[config.mk]
export PLATFORM = sky130hd
export DESIGN_NAME = prbs9_gen
export DESIGN_NICKNAME = d
export VERILOG_FILES = /design/src/rtl/prbs_pkg.sv /design/src/rtl/prbs9_gen.sv
export SDC_FILE = /design/constraint.sdc
export NUM_CORES = 1
export LEC_CHECK = 0
export ABC_CLOCK_PERIOD_IN_PS = 1300
export CAP_MARGIN = 0
export CORE_AREA = 8 8 45 47
export DETAILED_ROUTE_END_ITERATION = 16
export DIE_AREA = 0 0 53 55
export REMOVE_ABC_BUFFERS = 1
export SLEW_MARGIN = 10
export SYNTH_ARGS = -nofsm -noshare
export SYNTH_HDL_FRONTEND = slang
export SYNTH_SLANG_ARGS = --single-unit
[constraint.sdc]
create_clock -name clock -period 1.3 [get_ports clock]
set_input_delay 0.39 -clock clock [delete_from_list [all_inputs] [get_ports clock]]
set_output_delay 0.39 -clock clock [all_outputs]
set_load 0.01 [all_outputs]
[src/rtl/prbs_pkg.sv]
// rtl/prbs_pkg.sv - PRBS9 (x^9 + x^5 + 1) constants, state type and next-state function
// Shared between the prbs9 generator and the matching checker.
package prbs_pkg;

  localparam int PRBS9_LEN    = 9;
  localparam int PRBS9_TAP    = 4;
  localparam int PRBS9_PERIOD = 511;

  typedef logic [PRBS9_LEN-1:0] prbs9_state_t;

  // Shift left; the new LSB is the XOR of the outgoing MSB and the x^5 tap.
  function automatic prbs9_state_t prbs9_next(input prbs9_state_t s);
    return {s[PRBS9_LEN-2:0], s[PRBS9_LEN-1] ^ s[PRBS9_TAP]};
  endfunction

endpackage

[src/rtl/prbs9_gen.sv]
// rtl/prbs9_gen.sv - serial PRBS9 test-pattern generator, one bit per enabled clock
// Optional macro PRBS9_ZERO_GUARD_EN: recover from the all-zero state instead of locking up.
module prbs9_gen
  import prbs_pkg::*;
#(
  parameter prbs9_state_t SEED = 9'h1AA
) (
  input  logic clock,
  input  logic i_reset,
  input  logic i_enable,
  output logic o_bit
);

  prbs9_state_t r;
  prbs9_state_t r_next;

  always_comb begin
    r_next = prbs9_next(r);
`ifdef PRBS9_ZERO_GUARD_EN
    // All-zero is a fixed point of the LFSR; restart from the seed (or all-ones if the seed is zero).
    if (r == '0) begin
      r_next = (SEED == '0) ? 9'h1FF : SEED;
    end
`endif
  end

  always_ff @(posedge clock or posedge i_reset) begin
    if (i_reset) begin
      r <= SEED;
    end else if (i_enable) begin
      r <= r_next;
    end
  end

  assign o_bit = r[PRBS9_LEN-1];

endmodule

==> results.toml <==
[timing]
finalHoldViolCount = 0
max_freq_mhz = 780
finalCritPeriodShare = 0.986
slew_viol_final = 0
relSlewSlack = 0.773
tightest_slew_ns = 0.340
setup_viol = 0
post-route-min-period_ns = 1.28
whs_ns = 0.398
setup_tns_ns = 0
rsz0062_at_grt = "true"
skew_ns = 0.00365

[yosys]
synth_top_cell_by_area = "dfstp_2"
ys_ff_latch = 9
yosysUniqueCellTypes = 8
avgSynthCellArea_um2 = 17.5
yosysTopAreaCellShare = 0.342
synth.most_common_cell = "mux2_4"
synthFlopType = "dfstp_2"
synth_cells = 22
syn_area_um2 = 384
yosys-top-cells-count = "mux2_4, dfstp_2, dfrtp_1"
yosysSeqAreaShare = 0.603
synth_area_leaders = "dfstp_2, mux2_4, dfrtp_1"
yosysWarnings = 0
synth-edff-count = 0
async_flop_share = 1.00

[detailed_routing]
wl_um = 586
vias = 190
drc = 0
wl_per_cell_um = 12.7
drt_iter0_drc = 4
viasPerCell = 4.13
first_pass_iters = 2
ant_nets = 0

[clocking]
cts_buffers = 3
cts_buffer_depth = 2
cts_tree = "done"
root_buffer = "clkbuf_4"
clock-sinks = 9
h-tree-depth = 1
clk_latency_ns = 0.25
cts.reportedPaths.clkPinSlew_ns = 0.06

[pwr]
power_density_nw_per_um2 = 2380
max-vdd-ir-drop_uv = 679
clkPwrFrac = 0.183
p_sw_uw = 279
sw_frac_of_total = 0.246
p_int_uw = 857
leakage_nw = 0.217
seqPwrFrac = 0.506
combPwrFrac = 0.311

[die]
die_area_um2 = 2920
ios = 4
num_rows = 14
coreArea_um2 = 1380
start_util = 0.278
die_w_um = 53
die_h_um = 55

[worst_setup_path]
worstSetupEndpointType = "output pin"
worstPathCellList = "buf_6"
cp_num_buf_inv = 1
arrival_ns = 0.89
cp_max_fo = 2
worst_path_largest_cell_delay_ns = 0.54
required_ns = 0.91
cpLargestDelayFamily = "flip-flops"
path_class = "reg -> out"
cp_slowest_cell = "dfstp_2"
start_kind = "register"

[grt]
grt.total_usage = 0.0506
grt_pass1_wl_um = 945
grt_pass1_vias = 212
antenna_found_initial = 0
grt-ovfl-total = 0
grt_max_degree = 11

[finish]
drive_gt1_frac = 0.633
stdcell_area_um2 = 478
nets = 34
stdcell_count = 46
syn2layout_area_growth_pct = 24.4
diodes = 0
top_regs = "r: 9 flops"
largest_reg_flops = 9
top_register = "r"

[place]
gp_congestion = 0.613
place_area_um2 = 450
port_buffers = 3
dpl.cell_count = 42
hpwl_um = 409

[min_path]
hold_path_class = "in -> async"

[run]
cap_violations = 0

[status]
status = "finished clean"
[what timing repair did]
item | 4_1_cts | 5_1_grt
gates resized for setup | 5 | 0
pin swaps | 0 | 0
buffers inserted | 0 | 0
hold buffers | 0 | 0
hold endpoints to repair | 0 | 0
endpoints found under the setup margin | 1 | 1
[routing by layer]
metal,part of all wire,vias up,GRT usage
met5,0,-,0
met4,0,0,0.0388
met1,0.52,97,0.0526
li1,-,89,-
met3,0.067,0,0.0508
met2,0.42,4,0.0586
[cells by family (layout without fill, tap and decap cells)]
family / after synthesis / after routing / synth area share
muxes: 8 / 8 / 0.313
buffers and inverters: 2 / 10 / 0.0391
AOI/OAI and AO/OA: 1 / 1 / 0.0130
DFF: 9 / 9 / 0.603
and+or+nand+nor: 1 / 1 / 0.00976
xor gates and xnor gates: 1 / 1 / 0.0228
[cell type report]
cell class | instances | area [um^2]
clock buffer | 4 | 26.3
sequential | 9 | 231
fill | 139 | 906
tap | 16 | 20.0
timing repair buffer | 5 | 58.8
inverter | 1 | 3.75
multi-input combinational | 11 | 138
[per-stage QoR]
stage          power, mW  utilization  worst slack [ns]
2_1_floorplan      0.797            -             0.366
3_3_place_gp       0.908        0.325            -0.162
3_5_place_dp       0.922        0.325            -0.187
4_1_cts             1.15        0.345           0.00945
5_1_grt             1.21        0.345           -0.0160
6_report            1.14        0.345            0.0180
[cells in the final DEF, fill, tap and decap left out]
master and instances:
buf_4 1, xnor2_1 1, mux2_4 8, buf_12 1
buf_6 1, clkdlybuf4s50_1 2, dfstp_2 5, inv_1 1
dfrtp_1 4, clkbuf_4 3, clkbuf_1 1, a21oi_1 1
nor2_1 1
[power by group through the flow]
stage / registers, mW / logic (mW) / clock network, mW
2_1_floorplan: 0.558 / 0.239 / 0
3_5_place_dp: 0.573 / 0.349 / 0
4_1_cts: 0.574 / 0.359 / 0.217
6_report: 0.575 / 0.353 / 0.208
3_3_place_gp: 0.562 / 0.345 / 0
5_1_grt: 0.588 / 0.376 / 0.244
[worst paths after layout]
kind / slack [ns] / end / start / depth (start not counted)
worst min-delay path: 0.40 / r[2] / i_reset / 2
worst max-delay path: 0.02 / o_bit / r[8] / 1
worst min register to register: 0.52 / r[1] / r[0] / 1
worst max register to register: 0.33 / r[0] / r[8] / 3
min in group clock: 0.52 / r[1] / r[0] / 1
max in group asynchronous: 0.60 / r[7] / i_reset / 2
Note: power is estimated with default switching activity, not from simulation.
